--- src/rtl/pipeline_shutdown_if.sv ---
// Halt/resume request, per-stage valid and per-stage reset signals of the
// pipeline shutdown controller.
interface pipeline_shutdown_if;
  logic HALT_REQ;
  logic RESUME_REQ;
  logic VLD_IF;
  logic VLD_ID;
  logic VLD_EXE;
  logic VLD_MEM;
  logic VLD_WB;
  logic RST_IF;
  logic RST_ID;
  logic RST_EXE;
  logic RST_MEM;
  logic RST_WB;
  logic FETCH_EN;
  logic HALT_ACK;
  logic BUSY;
  logic TIMEOUT_FLAG;

  modport master (
    input  HALT_REQ, RESUME_REQ,
    input  VLD_IF, VLD_ID, VLD_EXE, VLD_MEM, VLD_WB,
    output RST_IF, RST_ID, RST_EXE, RST_MEM, RST_WB,
    output FETCH_EN, HALT_ACK, BUSY, TIMEOUT_FLAG
  );

  modport slave (
    output HALT_REQ, RESUME_REQ,
    output VLD_IF, VLD_ID, VLD_EXE, VLD_MEM, VLD_WB,
    input  RST_IF, RST_ID, RST_EXE, RST_MEM, RST_WB,
    input  FETCH_EN, HALT_ACK, BUSY, TIMEOUT_FLAG
  );
endinterface

--- src/rtl/pipeline_shutdown_controller.sv ---
// Orderly halt/resume sequencer for the 5-stage pipeline: drains stages
// front-to-back into reset, then releases them back-to-front on resume.
module pipeline_shutdown_controller #(
  parameter int unsigned DRAIN_TIMEOUT = 16
) (
  input logic                   CLK,
  input logic                   RST,
  pipeline_shutdown_if.master   bus
);

  localparam logic [7:0] CntLast = 8'(DRAIN_TIMEOUT - 1);

  typedef enum logic [3:0] {
    StRun, StStop,
    StDIf, StDId, StDExe, StDMem, StDWb,
    StHalted,
    StRWb, StRMem, StRExe, StRId, StRIf
  } state_e;

  state_e     state_q, state_d;
  logic [7:0] cnt_q, cnt_d;
  logic       flag_q, flag_d;

  logic       in_drain;
  logic       cur_vld;
  state_e     drain_next;
  logic [4:0] rst_n;  // bit 0 = IF ... bit 4 = WB
  logic       fetch_en;
  logic       halt_ack;
  logic       busy;

  always_ff @(posedge CLK) begin
    if (!RST) begin
      state_q <= StRun;
      cnt_q   <= '0;
      flag_q  <= 1'b0;
    end else begin
      state_q <= state_d;
      cnt_q   <= cnt_d;
      flag_q  <= flag_d;
    end
  end

  // Which stage is being drained and where to go once it is empty.
  always_comb begin
    in_drain   = 1'b0;
    cur_vld    = 1'b0;
    drain_next = StHalted;
    unique case (state_q)
      StDIf:  begin in_drain = 1'b1; cur_vld = bus.VLD_IF;  drain_next = StDId;    end
      StDId:  begin in_drain = 1'b1; cur_vld = bus.VLD_ID;  drain_next = StDExe;   end
      StDExe: begin in_drain = 1'b1; cur_vld = bus.VLD_EXE; drain_next = StDMem;   end
      StDMem: begin in_drain = 1'b1; cur_vld = bus.VLD_MEM; drain_next = StDWb;    end
      StDWb:  begin in_drain = 1'b1; cur_vld = bus.VLD_WB;  drain_next = StHalted; end
      default: begin end
    endcase
  end

  always_comb begin
    state_d = state_q;
    cnt_d   = '0;
    flag_d  = flag_q;
    if (in_drain) begin
      if (!cur_vld || cnt_q == CntLast) begin
        state_d = drain_next;
        // Only a stage still holding work when time runs out counts as forced.
        if (cur_vld) flag_d = 1'b1;
      end else begin
        cnt_d = cnt_q + 8'd1;
      end
    end else begin
      unique case (state_q)
        StRun: begin
          if (bus.HALT_REQ) begin
            state_d = StStop;
            flag_d  = 1'b0;
          end
        end
        StStop:   state_d = StDIf;
        StHalted: if (bus.RESUME_REQ) state_d = StRWb;
        StRWb:    state_d = StRMem;
        StRMem:   state_d = StRExe;
        StRExe:   state_d = StRId;
        StRId:    state_d = StRIf;
        StRIf:    state_d = StRun;
        default:  state_d = StRun;
      endcase
    end
  end

  always_comb begin
    rst_n    = 5'b11111;
    fetch_en = 1'b0;
    halt_ack = 1'b0;
    busy     = 1'b1;
    unique case (state_q)
      StRun: begin
        fetch_en = 1'b1;
        busy     = 1'b0;
      end
      StStop, StDIf, StRIf: begin end
      StDId, StRId:   rst_n = 5'b11110;
      StDExe, StRExe: rst_n = 5'b11100;
      StDMem, StRMem: rst_n = 5'b11000;
      StDWb, StRWb:   rst_n = 5'b10000;
      StHalted: begin
        rst_n    = 5'b00000;
        halt_ack = 1'b1;
        busy     = 1'b0;
      end
      default: begin end
    endcase
  end

  assign bus.RST_IF       = rst_n[0];
  assign bus.RST_ID       = rst_n[1];
  assign bus.RST_EXE      = rst_n[2];
  assign bus.RST_MEM      = rst_n[3];
  assign bus.RST_WB       = rst_n[4];
  assign bus.FETCH_EN     = fetch_en;
  assign bus.HALT_ACK     = halt_ack;
  assign bus.BUSY         = busy;
  assign bus.TIMEOUT_FLAG = flag_q;

endmodule
--- src/flat_wrapper.sv ---
// flat-port wrapper written by rule: the top's interface ports become plain ports
module pipeline_shutdown_controller_flat 
#(
  parameter int unsigned DRAIN_TIMEOUT = 16
)
  (CLK, RST, bus_HALT_REQ, bus_RESUME_REQ, bus_VLD_IF, bus_VLD_ID, bus_VLD_EXE, bus_VLD_MEM, bus_VLD_WB, bus_RST_IF, bus_RST_ID, bus_RST_EXE, bus_RST_MEM, bus_RST_WB, bus_FETCH_EN, bus_HALT_ACK, bus_BUSY, bus_TIMEOUT_FLAG);
  pipeline_shutdown_if bus_i ();
  input logic CLK;
  input logic RST;
  input wire logic [$bits(bus_i.HALT_REQ)-1:0] bus_HALT_REQ;
  input wire logic [$bits(bus_i.RESUME_REQ)-1:0] bus_RESUME_REQ;
  input wire logic [$bits(bus_i.VLD_IF)-1:0] bus_VLD_IF;
  input wire logic [$bits(bus_i.VLD_ID)-1:0] bus_VLD_ID;
  input wire logic [$bits(bus_i.VLD_EXE)-1:0] bus_VLD_EXE;
  input wire logic [$bits(bus_i.VLD_MEM)-1:0] bus_VLD_MEM;
  input wire logic [$bits(bus_i.VLD_WB)-1:0] bus_VLD_WB;
  output wire logic [$bits(bus_i.RST_IF)-1:0] bus_RST_IF;
  output wire logic [$bits(bus_i.RST_ID)-1:0] bus_RST_ID;
  output wire logic [$bits(bus_i.RST_EXE)-1:0] bus_RST_EXE;
  output wire logic [$bits(bus_i.RST_MEM)-1:0] bus_RST_MEM;
  output wire logic [$bits(bus_i.RST_WB)-1:0] bus_RST_WB;
  output wire logic [$bits(bus_i.FETCH_EN)-1:0] bus_FETCH_EN;
  output wire logic [$bits(bus_i.HALT_ACK)-1:0] bus_HALT_ACK;
  output wire logic [$bits(bus_i.BUSY)-1:0] bus_BUSY;
  output wire logic [$bits(bus_i.TIMEOUT_FLAG)-1:0] bus_TIMEOUT_FLAG;
  assign bus_i.HALT_REQ = bus_HALT_REQ;
  assign bus_i.RESUME_REQ = bus_RESUME_REQ;
  assign bus_i.VLD_IF = bus_VLD_IF;
  assign bus_i.VLD_ID = bus_VLD_ID;
  assign bus_i.VLD_EXE = bus_VLD_EXE;
  assign bus_i.VLD_MEM = bus_VLD_MEM;
  assign bus_i.VLD_WB = bus_VLD_WB;
  assign bus_RST_IF = bus_i.RST_IF;
  assign bus_RST_ID = bus_i.RST_ID;
  assign bus_RST_EXE = bus_i.RST_EXE;
  assign bus_RST_MEM = bus_i.RST_MEM;
  assign bus_RST_WB = bus_i.RST_WB;
  assign bus_FETCH_EN = bus_i.FETCH_EN;
  assign bus_HALT_ACK = bus_i.HALT_ACK;
  assign bus_BUSY = bus_i.BUSY;
  assign bus_TIMEOUT_FLAG = bus_i.TIMEOUT_FLAG;
  pipeline_shutdown_controller #(.DRAIN_TIMEOUT(DRAIN_TIMEOUT)) u_core (.CLK(CLK), .RST(RST), .bus(bus_i));
endmodule
--- config.mk ---
export PLATFORM = sky130hd
export DESIGN_NAME = pipeline_shutdown_controller_flat
export DESIGN_NICKNAME = d
export VERILOG_FILES = /design/src/rtl/pipeline_shutdown_if.sv /design/src/rtl/pipeline_shutdown_controller.sv /design/src/flat_wrapper.sv
export SDC_FILE = /design/constraint.sdc
export NUM_CORES = 1
export LEC_CHECK = 0
export CAP_MARGIN = 40
export CORE_AREA = 4 4 46 48
export CTS_CLUSTER_DIAMETER = 80
export CTS_CLUSTER_SIZE = 24
export DETAILED_ROUTE_END_ITERATION = 7
export DIE_AREA = 0 0 50 52
export GPL_TIMING_DRIVEN = 0
export PLACE_DENSITY = 0.78
export SLEW_MARGIN = 15
export SYNTH_ARGS = -nofsm -noshare
export SYNTH_HDL_FRONTEND = slang
export SYNTH_SLANG_ARGS = --single-unit
--- constraint.sdc ---
create_clock -name CLK -period 1.2 [get_ports CLK]
set_clock_uncertainty 0.05 [all_clocks]
set_input_delay 0.24 -clock CLK [delete_from_list [all_inputs] [get_ports CLK]]
set_output_delay 0.24 -clock CLK [all_outputs]
set_load 0.1 [all_outputs]
# ---- Word level (Yosys, flattened, before mapping)
# Cells that the tools add are included.
dict set report op_classes {
  add_sub_neg 1
  eq_ne 16
  n_mux 17
  n_bitwise 2
  reduce_logical 14
}
# op count
set ops {}
lappend ops {{$pmux W4 S7} 1}
lappend ops {{$pmux W5 S5} 1}
lappend ops {{$eq A4 B3 Y1 const B} 4}
lappend ops {{$eq A4 B4 Y1 const B} 4}
lappend ops {{$mux W4} 4}
lappend ops {{$pmux W3 S4} 1}
lappend ops {{$reduce_or A2 Y1} 5}
lappend ops {{$mux W1} 9}
lappend ops {{$add A8 B1 Y8 const B} 1}
lappend ops {{$eq A4 B2 Y1 const B} 2}
lappend ops {{$eq A8 B4 Y1 const B} 1}
lappend ops {{$ne A3 B2 Y1 const B} 2}
lappend ops {{$pmux W1 S5} 1}
lappend ops {{$reduce_or A5 Y1} 1}
lappend ops {{$eq A4 B1 Y1 const B} 1}
lappend ops {{$logic_not A4 Y1} 1}
lappend ops {{$ne A2 B2 Y1 const B} 2}
lappend ops {{$reduce_and A4 Y1} 1}
lappend ops {{$reduce_bool A2 Y1} 2}
lappend ops {{$reduce_and A3 Y1} 1}
lappend ops {{$reduce_or A3 Y1} 1}
lappend ops {{$not A1 Y1} 2}
lappend ops {{$logic_not A1 Y1} 1}
lappend ops {{$logic_or A1 B1 Y1} 1}
dict set report word_totals {
  register_bits 13
  inputBits 9
  output_inout_bits 9
  elab_cells 53
}

# ---- Depth between registers and ports, before layout
# Gate-level depths: netlist (run 1).
dict set report logic_depth {
  depth_word 6
  mapped_depth 6
  depth_no_buf 6
}

# ---- Worst setup path before layout (run 1)
# No wires, ideal clock.
dict set report synth_timing {
  kind {register to output}
  startpoint {register u_core.state_q[0]}
  endpoint {output bus_BUSY}
  arrival_time_ps 3484
  required_time_ps 910
  slack_ps -2574
  path_stages_with_launch 4
  n_path_buf 1
  path_cell_list {dfxtp_1 -> buf_2 -> nor4_2 -> nor2_1}
}
dict set report synth_between {
  elab_chain_cells 3
  elab_cells_between_ends 4
  cone_classes {1 x eq/ne; 1 x mux; 2 x reduce/logical}
}
# item line
set synth_lines {}
lappend synth_lines {{start: declaration} pipeline_shutdown_controller.sv:20} ;# state_e state_q, state_d;
lappend synth_lines {{start signal: assignment} pipeline_shutdown_controller.sv:34} ;# state_q <= StRun;
lappend synth_lines {{start signal: assignment} pipeline_shutdown_controller.sv:38} ;# state_q <= state_d;
lappend synth_lines {{$eq A4 B3 Y1 or $logic_not A4 Y1 (tied branches)} pipeline_shutdown_controller.sv:96} ;# unique case (state_q)
lappend synth_lines {{$reduce_or A2 Y1 (no line) (*)} --}
lappend synth_lines {{$mux W1 (*)} pipeline_shutdown_controller.sv:96}
lappend synth_lines {{end: declaration} flat_wrapper.sv:24} ;# output wire logic [$bits(bus_i.BUSY)-1:0] bus_BUSY;
# Every way passes the cells marked *; elsewhere a longest branch is shown, timed or not.

# ---- Worst setup path in the final report (run 1)
# Ends and elaborated chain as after synthesis.

==> results of run 1 <==
report_power, final:
group	internal, mW	total (mW)	switching (mW)
clock	0.129	0.269	0.140
sequential	0.493	0.554	0.0608
combinational	1.03	2.33	1.30
cell usage after synthesis:
library cell / n / area (um2)
sky130_fd_sc_hd__nand2_1: 11 / 41.3
sky130_fd_sc_hd__o21ai_1: 2 / 10.0
sky130_fd_sc_hd__a21oi_1: 4 / 20.0
sky130_fd_sc_hd__nor3b_1: 1 / 7.51
sky130_fd_sc_hd__nor4_2: 1 / 12.5
sky130_fd_sc_hd__a211o_1: 1 / 8.76
sky130_fd_sc_hd__a22oi_1: 1 / 7.51
sky130_fd_sc_hd__and2_1: 2 / 12.5
sky130_fd_sc_hd__inv_1: 2 / 7.51
sky130_fd_sc_hd__mux2_2: 1 / 11.3
sky130_fd_sc_hd__xor2_1: 3 / 26.3
sky130_fd_sc_hd__nand3_1: 6 / 30.0
sky130_fd_sc_hd__nor2b_1: 3 / 18.8
sky130_fd_sc_hd__mux2i_1: 1 / 10.0
sky130_fd_sc_hd__xnor2_1: 3 / 26.3
sky130_fd_sc_hd__inv_2: 1 / 3.75
sky130_fd_sc_hd__o22a_1: 1 / 8.76
sky130_fd_sc_hd__o2bb2ai_1: 1 / 8.76
sky130_fd_sc_hd__nand2_2: 1 / 6.26
sky130_fd_sc_hd__nand2b_1: 5 / 31.3
sky130_fd_sc_hd__a32o_2: 1 / 11.3
sky130_fd_sc_hd__nor4_1: 1 / 6.26
sky130_fd_sc_hd__and4b_1: 1 / 10.0
sky130_fd_sc_hd__a32o_1: 1 / 10.0
sky130_fd_sc_hd__clkbuf_1: 1 / 3.75
sky130_fd_sc_hd__ha_1: 1 / 12.5
sky130_fd_sc_hd__dfxtp_1: 13 / 260
sky130_fd_sc_hd__nand3_2: 1 / 10.0
sky130_fd_sc_hd__buf_2: 3 / 15.0
sky130_fd_sc_hd__nor2_1: 14 / 52.6
worst paths after layout:
kind / startpoint / endpoint / slack [ps] / cells after the start
max: u_core.state_q[0] / bus_BUSY / -480 / 5
max reg2reg: u_core.state_q[0] / u_core.state_q[0] / -420 / 7
min: RST / u_core.bus.TIMEOUT_FLAG / 330 / 3
min reg2reg: u_core.cnt_q[0] / u_core.cnt_q[0] / 420 / 1
layer usage:
metal	wire, um	share of wire (%)
met3	103	4.5
met4	26	1.1
met5	0	0
met2	1200	53
met1	951	42
logic make-up after synthesis:
| kind of cell | count (synthesis) | share of synthesized area [%] |
|---|---|---|
| mux | 2 | 3.04 |
| flops | 13 | 37.1 |
| simple gates | 47 | 34.1 |
| compound gates | 12 | 12.1 |
| xor+xnor | 6 | 7.50 |
| buf+inv | 7 | 4.28 |
| fa+ha+maj | 1 | 1.79 |
worst register-to-register path: stages, from the launching register on:
cell,delay [ps]
sky130_fd_sc_hd__dfxtp_2,330
sky130_fd_sc_hd__buf_6,140
sky130_fd_sc_hd__buf_4,130
sky130_fd_sc_hd__buf_6,110
sky130_fd_sc_hd__a211o_1,220
sky130_fd_sc_hd__a32o_2,290
sky130_fd_sc_hd__nand2_4,110
sky130_fd_sc_hd__mux2i_1,170
layout make-up:
type,count,area (um2)
buffer,3,26.3
sequential,13,274
tap,25,31.3
clock buffer,4,26.3
timing repair buffer,35,438
inverter,3,18.8
multi-input combinational,68,577
fill,101,317
registers in the layout, indices dropped and copies added (netlist names):
register and cells:
u_core.bus.TIMEOUT_FLAG 1, u_core.cnt_q 8, u_core.state_q 4
repair_timing:
item | CTS | global route
buffers inserted | 11 | 5
hold endpoints to repair | 0 | 0
resized for setup | 47 | 15
setup endpoints to repair | 21 | 21
pin swaps | 8 | 11
through the flow:
step | util (%) | setup TNS (ps) | worst slack (ps) | std cells | power, mW
6_report | 81.5 | -8080 | -483 | 151 | 3.15
3_3_place_gp | 58.1 | -14440 | -1200 | 129 | 1.93
2_1_floorplan | - | -5920 | -1220 | 88 | 1.67
4_1_cts | 77.5 | -6760 | -491 | 148 | 3.02
3_5_place_dp | 66.0 | -11290 | -798 | 138 | 2.32
5_1_grt | 81.5 | -9010 | -530 | 151 | 3.27
==> results.md, run 1 <==
Drt:
- For this run, design rule violations remaining after detail routing come to 0.
- The number of search-and-repair iterations in the first detailed-routing pass is 4.
- The starting DRC count in detailed routing is 3.
- The overall via count from detail_route is 746.
- After detailed routing, the average wire length per cell comes to between 15 and 20 um.
- Summed over all layers, the routed wires come to around 2.3 mm.
- The ratio of routed vias to standard cells is a little under 5.
- Once detail routing completed, the nets flagged for antenna violations numbered 0.

Timing:
- The minimum setup slack in the final design is -483 ps.
- The setup-violating endpoint count in the final report is 20.
- The final count of pins violating max slew is 0.
- The final hold violation count was 0.
- Setup repair after global routing could not meet its margin everywhere.
- After layout, the minimum clock period comes to between 1500 and 2000 ps.
- The worst-margin pin slew is 432 ps.
- The part of the cycle the worst path needs is 140%.
- Headroom to the max-slew limit came out at 71.2%.
- The final worst hold slack is roughly 330 ps.
- For this run, the top clock speed supported by timing is roughly 0.6 GHz.

Clock tree:
- The total number of clock tree sinks is 13.
- The maximum number of buffers from clock root to sink is 2.
- The insertion delay to the later sink of the worst-skew pair is 280 ps.
- The TritonCTS clock tree is done.
- The CTS H-tree depth is 1.
- Clock-pin slew was measured on the worst setup and hold paths at 80 ps.
- The count of hold buffers inserted by post-cts repair is 0.
- The CTS buffer count is 3.
- The cell sitting at the root of the clock tree is a sky130_fd_sc_hd__clkbuf_4.

Placed design:
- The post-detailed-placement half-perimeter wirelength is about 1.3 mm.
- In this run the cell area measured after placement is ~1100 um2.
- During placement, the flow inserted port buffers numbering 16.
- The final estimated routing congestion in global placement is 0.770.

Layout:
- Leaving out fill and tap cells, the most frequent cell in the layout is sky130_fd_sc_hd__buf_12.
- The cell area after layout is between 1000 and 1500 um2.
- Compared with the post-synthesis result, the final layout area differs by 98.6%.
- Cells with a size suffix above 1 make up about 55% of the layout.
- The count of inserted antenna diode cells is 0.
- The top cell types in the final layout, fill and taps aside, are sky130_fd_sc_hd__buf_12 (11), sky130_fd_sc_hd__buf_4 (10), sky130_fd_sc_hd__buf_6 (8), sky130_fd_sc_hd__nand2_1 (8), sky130_fd_sc_hd__dfxtp_1 (8).
- The number of nets in the final layout is 137.

GRT:
- The met3 layer usage reported by global route is under 10%.
- In this run the most used layer during global routing was met2.
- Summed over all layers, the global routing overflow is 0.
- The wire length of the first global-routing pass is about 3.6 mm.
- The pin count of the biggest net entering global routing is 11.
- For this run, global-route usage on met1 was measured as 21.6%.
- The number of antenna violations at the first check in global routing was 0.
- The number of global-route vias before repair is around 790.
- The all-layer global routing usage is 18.7%.
- Global routing consumed, on the met2 layer, 33.9% of the routing resources.

Floorplan:
- The die area is around 2600 um2.
- The vertical die dimension is around 52 um.
- The number of placement rows is 15.
- The die boundary width is 50 um.
- The initial standard-cell utilization of the core is around 41%.
- Pin placement for this block handled 18 I/O pins.
- The total area inside the core boundary comes to around 1700 um2.

Setup path:
- At the worst endpoint, the arrival time is between 1000 and 1500 ps.
- The critical path goes through buf_6, nor4_4, buf_4, nor2_4, buf_12.
- The largest delay contributor family on the critical path is buffers and inverters.
- The maximum fanout count along the critical path is 5.
- The critical-path cell with the highest stage delay is sky130_fd_sc_hd__dfxtp_2.
- For this run, the slowest stage of the critical path takes about 330 ps.
- Data on the critical path is required at its endpoint by between 900 and 1000 ps.
- STA classifies the critical path startpoint as a register.
- The count of buffering cells on the critical path with inverters included is 3.
- The type of destination of the critical path is an output port.
- The critical path start-end classification is register to output port.

Min path:
- The min-delay analysis places its worst path in the category input port to register.

Logic synthesis:
- The average instance area after synthesis is 7.96 um2.
- Yosys printed 0 warnings.
- The total standard cell area after synthesis is 701 um2.
- In this run, distinct cell masters in the synthesized netlist total 30.
- After synthesis, flip-flops and latches occupy approximately 37% of the total area.
- The number of instances in the synthesized netlist is 88.
- The register bit total from synthesis is 13.
- The number of nets in the synthesized netlist is 98.

Outcome:
- The flow ran to the end, but the final reports show violations.
- The checks that failed: negative setup slack.

Power:
- Across the VDD grid, the largest voltage drop is approximately 1600 uV.
- Dividing total power by cell area gives a power density of between 2000 and 2500 nW/um2.
- The static leakage is around 0.54 nW.

Run:
- The count of maximum capacitance violations is 0.
Note: power is estimated with default switching activity, not from simulation.
==> run 2, diff against run 1 <==
--- a/config.mk
+++ b/config.mk
@@ -12,6 +12,7 @@
 export DETAILED_ROUTE_END_ITERATION = 7
 export DIE_AREA = 0 0 50 52
 export GPL_TIMING_DRIVEN = 0
+export MAX_ROUTING_LAYER = met4
 export PLACE_DENSITY = 0.78
 export SLEW_MARGIN = 15
 export SYNTH_ARGS = -nofsm -noshare
==> run 2 against run 1 <==
Against the previous run: die area unchanged; global-route usage increased by 0.49 points; cell area unchanged; the flow still finishes with violations (negative setup slack); clock power about the same; sequential cell count unchanged.
==> results.md, run 2 (synthesized netlist as in run 1, its figures left out) <==
Outcome:
- The flow ran to the end, but the final reports show violations.
- The checks that failed: negative setup slack.

Layout:
- The count of filler cells inserted in the layout is 101 (unchanged).
- Counting flops per register, the top entry is u_core.cnt_q.
- The area used by multi-input combinational logic was 577 um2 (unchanged).
- In the layout the commonest cells are sky130_fd_sc_hd__buf_12 (11), sky130_fd_sc_hd__buf_4 (10), sky130_fd_sc_hd__buf_6 (8), sky130_fd_sc_hd__nand2_1 (8), sky130_fd_sc_hd__dfxtp_1 (8).
- The area taken by flip-flops and latches was 274 um2 (unchanged).
- The number of nets in the final layout is 137 (unchanged).
- The layout overhead on the synthesized area is 98.6% (unchanged).
- The number of flip-flops in the largest register is 8 (unchanged).
- The count of inserted antenna diode cells is 0 (unchanged).
- Leaving out fill and tap cells, the most frequent cell in the layout is sky130_fd_sc_hd__buf_12.
- The fraction of final layout cells sized beyond drive strength 1 is 54.8% (unchanged).

Timing:
- The final count of pins violating max slew came to 0 (unchanged).
- The part of the cycle the worst path needs is 140% (+0.17 points).
- The setup-violating endpoint count in the final report is 20 (unchanged).
- The highest achievable clock rate is 0.594 GHz (-0.12%).
- Setup repair after global routing could not meet its margin everywhere.
- The time the final worst path needs with I/O delays and setup is 1680 ps (+2.05 ps).
- The worst-margin pin slew came to 437 ps (+4.95 ps).
- The final hold violation count came to 0 (unchanged).
- The minimum setup slack in the final design is -485 ps (-2.05 ps).
- The max-slew headroom at the worst pin is 70.9% (-0.33 points).
- The setup TNS after final layout came to -8080 ps (-1.61 ps).

Setup path:
- The arrival time of data at the critical path endpoint is 1390 ps (about the same).
- The type of destination of the critical path is an output port.
- The critical path start-end classification is register to output port.
- The maximum fanout count along the critical path is 5 (unchanged).
- The critical path launch point type is a register.
- The required arrival time at the worst endpoint came to 910 ps (about the same).

GRT:
- The all-layer global routing usage was 19.2% (+0.49 points).
- The pin count of the biggest net entering global routing is 11 (unchanged).
- The residual overflow from global routing is 0 (unchanged).
- The wire length of the first global-routing pass came to 3.62 mm (-0.19%).
- The number of global-route vias before repair is 787 (+0.13%).
- The number of antenna violations at the first check in global routing is 0 (unchanged).

Clock tree:
- The CTS H-tree depth is 1 (unchanged).
- The total number of clock tree sinks came to 13 (unchanged).
- The maximum number of buffers from clock root to sink is 2 (unchanged).
- The insertion delay to the later sink of the worst-skew pair is 280 ps (about the same).
- The clock slew at the register clock pins of the worst setup and hold paths is 80 ps (about the same).
- The CTS buffer count was 3 (unchanged).
- TritonCTS built the clock tree.
- The count of hold buffers inserted by post-cts repair is 0 (unchanged).
- Clock tree synthesis selected as its root buffer the cell sky130_fd_sc_hd__clkbuf_4.

Placed design:
- The post-detailed-placement half-perimeter wirelength is 1.33 mm (unchanged).
- The number of I/O port buffers came to 16 (unchanged).
- The final estimated routing congestion in global placement is 0.781 (+1.4%).

Floorplan:
- The number of placement rows came to 15 (unchanged).
- The number of top-level pins was 18 (unchanged).
- The vertical die dimension is 52 um (unchanged).
- The die area was 2600 um2 (unchanged).
- The die boundary width is 50 um (unchanged).
- The placeable core area was 1710 um2 (unchanged).
- The initial standard-cell utilization of the core is 41.0% (unchanged).

Drt:
- The overall via count from detail_route was 750 (+0.54%).
- Routed signal wires occupy layers up through met4.
- The amount of wire on met3 after detailed routing is 115 um (+12%).
- The DRC violation count after routing is 0 (unchanged).
- The number of search-and-repair iterations in the first detailed-routing pass is 4 (unchanged).
- The average wire per cell in the routed design is 15.1 um (+0.31%).
- The number of routed nets with antenna violations is 0 (unchanged).
- The total met2 wirelength after detailed routing is 1.19 mm (-0.42%).
- The wire length after detailed routing is 2.28 mm (+0.31%).
- The ratio of routed vias to standard cells is 4.97 (+0.54%).
- The starting DRC count in detailed routing was 11 (+8).
- The routed metal-1 wirelength came to 957 um (+0.63%).

Min path:
- The class of the tightest hold or removal check is input port to register.

Power:
- The static leakage is 0.537 nW (unchanged).
- The power per cell area is 2260 nW/um2 (about the same).
- The highest ir drop seen on vdd was 1650 uV (+0.12%).
- The power after layout is 3.15 mW (about the same).

Run:
- The count of maximum capacitance violations is 0 (unchanged).
-- run 2: cell counts in the layout (fill, tap and decap cells not counted) --
No cell type changed its count.
-- run 2: report_power, final --
part | total, mW | internal [mW] | switching (mW) | leakage [nW]
Combinational | 2.33 | 1.03 | 1.30 | 0.414
Clock | 0.269 | 0.129 | 0.140 | 0.0150
Sequential | 0.554 | 0.493 | 0.0603 | 0.108
Total | 3.15 | 1.65 | 1.50 | 0.537
-- run 2: metrics by stage --
step / utilization [%] / instances / hold slack [ps] / worst slack (ps) / instance area [um2]
3_3_place_gp: 58.1 / 129 / 380 / -1200 / 992
4_1_cts: 77.5 / 148 / 302 / -491 / 1320
6_report: 81.5 / 151 / 332 / -485 / 1390
5_1_grt: 81.5 / 151 / 358 / -530 / 1390
2_1_floorplan: - / 88 / 338 / -1220 / 801
3_5_place_dp: 66.0 / 138 / 391 / -798 / 1130
-- run 2: layout make-up --
| type | count | share of cell area, % |
|---|---|---|
| tap | 25 | 2.25 |
| multi-input combinational | 68 | 41.5 |
| inverter | 3 | 1.35 |
| sequential | 13 | 19.7 |
| buffer | 3 | 1.89 |
| clock buffer | 4 | 1.89 |
| timing repair buffer | 35 | 31.5 |
-- run 2: path summary, 6_finish.rpt --
check | startpoint | endpoint | slack [ps] | cells past startpoint
max reg2reg | u_core.state_q[0] | u_core.state_q[0] | -420 | 7
max | u_core.state_q[0] | bus_BUSY | -480 | 5
min reg2reg | u_core.cnt_q[0] | u_core.cnt_q[0] | 420 | 1
min | RST | u_core.bus.TIMEOUT_FLAG | 330 | 3
-- run 2: routing by layer --
metal,vias to the layer above,global-route usage [%]
li1,378,-
met4,0,3.69
met3,2,5.73
met2,15,33.9
met1,355,21.6
met5,-,-
-- run 2: worst max-delay path, stage by stage, from the launching register on --
cell and delay [ps]:
sky130_fd_sc_hd__dfxtp_2 330, sky130_fd_sc_hd__buf_6 140, sky130_fd_sc_hd__nor4_4 260, sky130_fd_sc_hd__buf_4 190, sky130_fd_sc_hd__nor2_4 40, sky130_fd_sc_hd__buf_12 150
-- run 2: what timing repair did --
item	CTS	global route
setup buffers	11	5
endpoints found under the setup margin	21	21
pin swaps	8	11
resized for setup	47	15
endpoints found under the hold margin	0	0
==> run 3, diff against run 2 <==
--- a/config.mk
+++ b/config.mk
@@ -13,7 +13,9 @@
 export DIE_AREA = 0 0 50 52
 export GPL_TIMING_DRIVEN = 0
 export MAX_ROUTING_LAYER = met4
-export PLACE_DENSITY = 0.78
+export PLACE_DENSITY = 0.71
+export REMOVE_ABC_BUFFERS = 1
+export SETUP_SLACK_MARGIN = 0.5
 export SLEW_MARGIN = 15
 export SYNTH_ARGS = -nofsm -noshare
 export SYNTH_HDL_FRONTEND = slang
==> run 3 against run 2 <==
Against the previous run: the run still ends with negative setup slack left; count of clock-buffer cells in the layout unchanged; die area is the same; worst hold slack better by 87 ps; sequential cell count unchanged; routed wire length grew 30%; global-route usage grew 2.3 points; register-to-register slack worse by 160 ps; first-iteration DRC count grew 55%; fmax shrank 7.1%; core utilization increased by 1.5 points; total power decreased by 0.36%; sequential share of layout area down 0.19 points; critical endpoint unchanged; largest cell class is now non-clock buffers; largest power group unchanged.
==> results.md, run 3 (synthesized netlist as in run 1, its figures left out) <==
Outcome:
- The flow ran to the end, but the final reports show violations.
- The final reports fail on negative setup slack.

Layout:
- Leaving out fill and tap cells, the most frequent cell in the layout is sky130_fd_sc_hd__buf_6.
- The fraction of final layout cells sized beyond drive strength 1 is 54.3% (-0.41 points).
- The count of non-filler cells in the finished layout is 163 (+7.9%).
- Counting flops per register, the top entry is u_core.cnt_q.
- The number of nets in the final layout is 149 (+8.8%).
- The count of inserted antenna diode cells is 0 (unchanged).
- From synthesis to final layout, the design area changed by 102%.
- The number of flip-flops in the largest register came to 8 (unchanged).
- In the layout the commonest cells are sky130_fd_sc_hd__buf_6 (14), sky130_fd_sc_hd__buf_4 (12), sky130_fd_sc_hd__buf_12 (10).
- The share of the core filled with cells was 83.0% (+1.5 points).

Floorplan:
- The initial standard-cell utilization of the core was 41.0% (unchanged).
- The number of top-level pins is 18 (unchanged).
- The vertical die dimension was 52 um (unchanged).
- The placeable core area is 1710 um2 (unchanged).
- The die area is 2600 um2 (unchanged).
- The die boundary width is 50 um (unchanged).
- The number of placement rows was 15 (unchanged).

Drt:
- The ratio of routed vias to standard cells is 5.43 (+9.3%).
- The starting DRC count in detailed routing is 17 (+6).
- The number of search-and-repair iterations in the first detailed-routing pass is 4 (unchanged).
- The number of routed nets with antenna violations was 0 (unchanged).
- The overall via count from detail_route was 885 (+18%).
- The average wire per cell in the routed design is 18.2 um (+20%).
- The wire length after detailed routing is 2.97 mm (+30%).
- The DRC violation count after routing was 0 (unchanged).

GRT:
- The met2 global-route usage is 40.2% (+6.3 points).
- The residual overflow from global routing was 0 (unchanged).
- The met3 layer usage reported by global route is 2.87% (-2.9 points).
- The pin count of the biggest net entering global routing came to 12 (+1).
- The wire length of the first global-routing pass is 4.11 mm (+13%).
- After global routing, the most crowded layer is met2.
- The all-layer global routing usage is 21.6% (+2.3 points).
- The met1 global-route usage is 22.6% (+1.1 points).
- The number of global-route vias before repair is 860 (+9.3%).
- The number of antenna violations at the first check in global routing is 0 (unchanged).

Setup path:
- The critical path launch point type is a register.
- The slowest stage of the critical path belongs to the cell sky130_fd_sc_hd__dfxtp_4.
- The critical path goes through buf_4, nor2b_4, nand3_2, inv_2, nor2_1, buf_2, buf_12.
- The required arrival time at the worst endpoint came to 910 ps (about the same).
- The stage delay of the slowest cell on the critical path came to 380 ps (+50 ps).
- The setup slack of the worst register-to-register path is -580 ps (-160 ps).
- The number of cells on the worst reg-to-reg path is 10 (+3).
- STA classifies the critical path endpoint as an output port.
- The worst register-to-register path begins at u_core.state_q[2].
- The arrival time of data at the critical path endpoint is 1520 ps (+130 ps).
- The maximum fanout count along the critical path is 6 (+1).
- The critical path is of the register to output port type.
- The endpoint identified for the worst register-to-register timing path is u_core.bus.TIMEOUT_FLAG.

Placed design:
- The number of I/O port buffers came to 17 (+1).
- The final estimated routing congestion in global placement is 0.787 (+0.86%).
- The post-detailed-placement half-perimeter wirelength is 1.31 mm (-1.3%).
- The cell total after placement came to 135 (-2.2%).

Timing:
- The final hold violation count is 0 (unchanged).
- The max-slew headroom at the worst pin is 69.2% (-1.7 points).
- The part of the cycle the worst path needs is 151% (+11 points).
- The highest achievable clock rate is 0.552 GHz (-7.1%).
- The final count of pins violating max slew is 0 (unchanged).
- Setup repair after global routing could not meet its margin everywhere.
- The setup-violating endpoint count in the final report is 20 (unchanged).
- The minimum setup slack in the final design is -613 ps (-128 ps).
- The time the final worst path needs with I/O delays and setup is 1810 ps (+128 ps).
- The worst-margin pin slew is 460 ps (+23.4 ps).

Power:
- The power after layout came to 3.14 mW (-0.36%).
- The highest ir drop seen on vdd came to 2230 uV (+35%).
- The static leakage is 0.582 nW (+8.3%).
- The power per cell area is 2210 nW/um2 (-2.2%).

Clock tree:
- The clock slew at the register clock pins of the worst setup and hold paths was 100 ps (+20 ps).
- The CTS H-tree depth is 1 (unchanged).
- The tree is rooted in a sky130_fd_sc_hd__clkbuf_4.
- The TritonCTS clock tree is done.
- The total number of clock tree sinks is 13 (unchanged).
- The CTS buffer count is 3 (unchanged).
- The insertion delay to the later sink of the worst-skew pair is 290 ps (about the same).
- The count of hold buffers inserted by post-cts repair came to 0 (unchanged).
- The maximum number of buffers from clock root to sink is 2 (unchanged).

Min path:
- The number of stages on the worst hold path is 1 (-2).
- The worst hold endpoint is u_core.cnt_q[0].
- In this run the worst hold path is classified as register to register.
- In this run the most critical hold path is launched from u_core.cnt_q[0].

Run:
- The count of maximum capacitance violations was 0 (unchanged).
## run 3: metrics by stage
| step | cell area (um2) | TNS, ps | worst slack (ps) | hold slack [ps] |
|---|---|---|---|---|
| after detailed placement | 1020 | -11990 | -848 | 392 |
| final | 1420 | -10770 | -613 | 419 |
| after global placement | 883 | -14770 | -1200 | 383 |
| after floorplan | 682 | -14530 | -2520 | 304 |
| after global routing | 1420 | -11540 | -675 | 440 |
| after CTS | 1270 | -8210 | -563 | 412 |
## run 3: worst max-delay path by stage
stage               cells past startpoint      endpoint         startpoint
CTS                                     5  bus_FETCH_EN  u_core.state_q[1]
global route                            7      bus_BUSY  u_core.state_q[3]
global placement                        4  bus_HALT_ACK  u_core.state_q[2]
detailed placement                      5  bus_HALT_ACK  u_core.state_q[2]
floorplan                               2      bus_BUSY  u_core.state_q[1]
finish                                  7      bus_BUSY  u_core.state_q[3]
## run 3: per-layer routing
layer | vias up | part of all wire [%]
met1 | 438 | 39
met3 | 14 | 3.9
met4 | 0 | 4.8
met2 | 34 | 52
li1 | 399 | -
met5 | - | 0
## run 3: layout make-up
| type | instances | area, um2 |
|---|---|---|
| repair buffers | 50 | 558 |
| multi-input cells | 68 | 514 |
| fillers | 96 | 290 |
| flip-flops and latches | 13 | 277 |
| well taps | 25 | 31.3 |
| clock buffers | 4 | 26.3 |
| inverters | 3 | 11.3 |
## run 3: worst max-delay path: cells and delay by family, from the launching register on
kind                   cells  cell delay (ps)
buffers and inverters      4              520
DFF                        1              380
and+or+nand+nor            3              330
## run 3: timing repair
action,4_1_cts,5_1_grt
endpoints found under the setup margin,22,22
pin swaps,16,5
buffers inserted,14,10
gates resized for setup,71,25
cloned,0,0
## run 3: report_power, final
part / switching, mW / total (mW) / leakage [nW] / internal, mW
combinational: 1.22 / 2.22 / 0.459 / 1.01
sequential: 0.118 / 0.619 / 0.109 / 0.501
clock: 0.168 / 0.297 / 0.0150 / 0.129
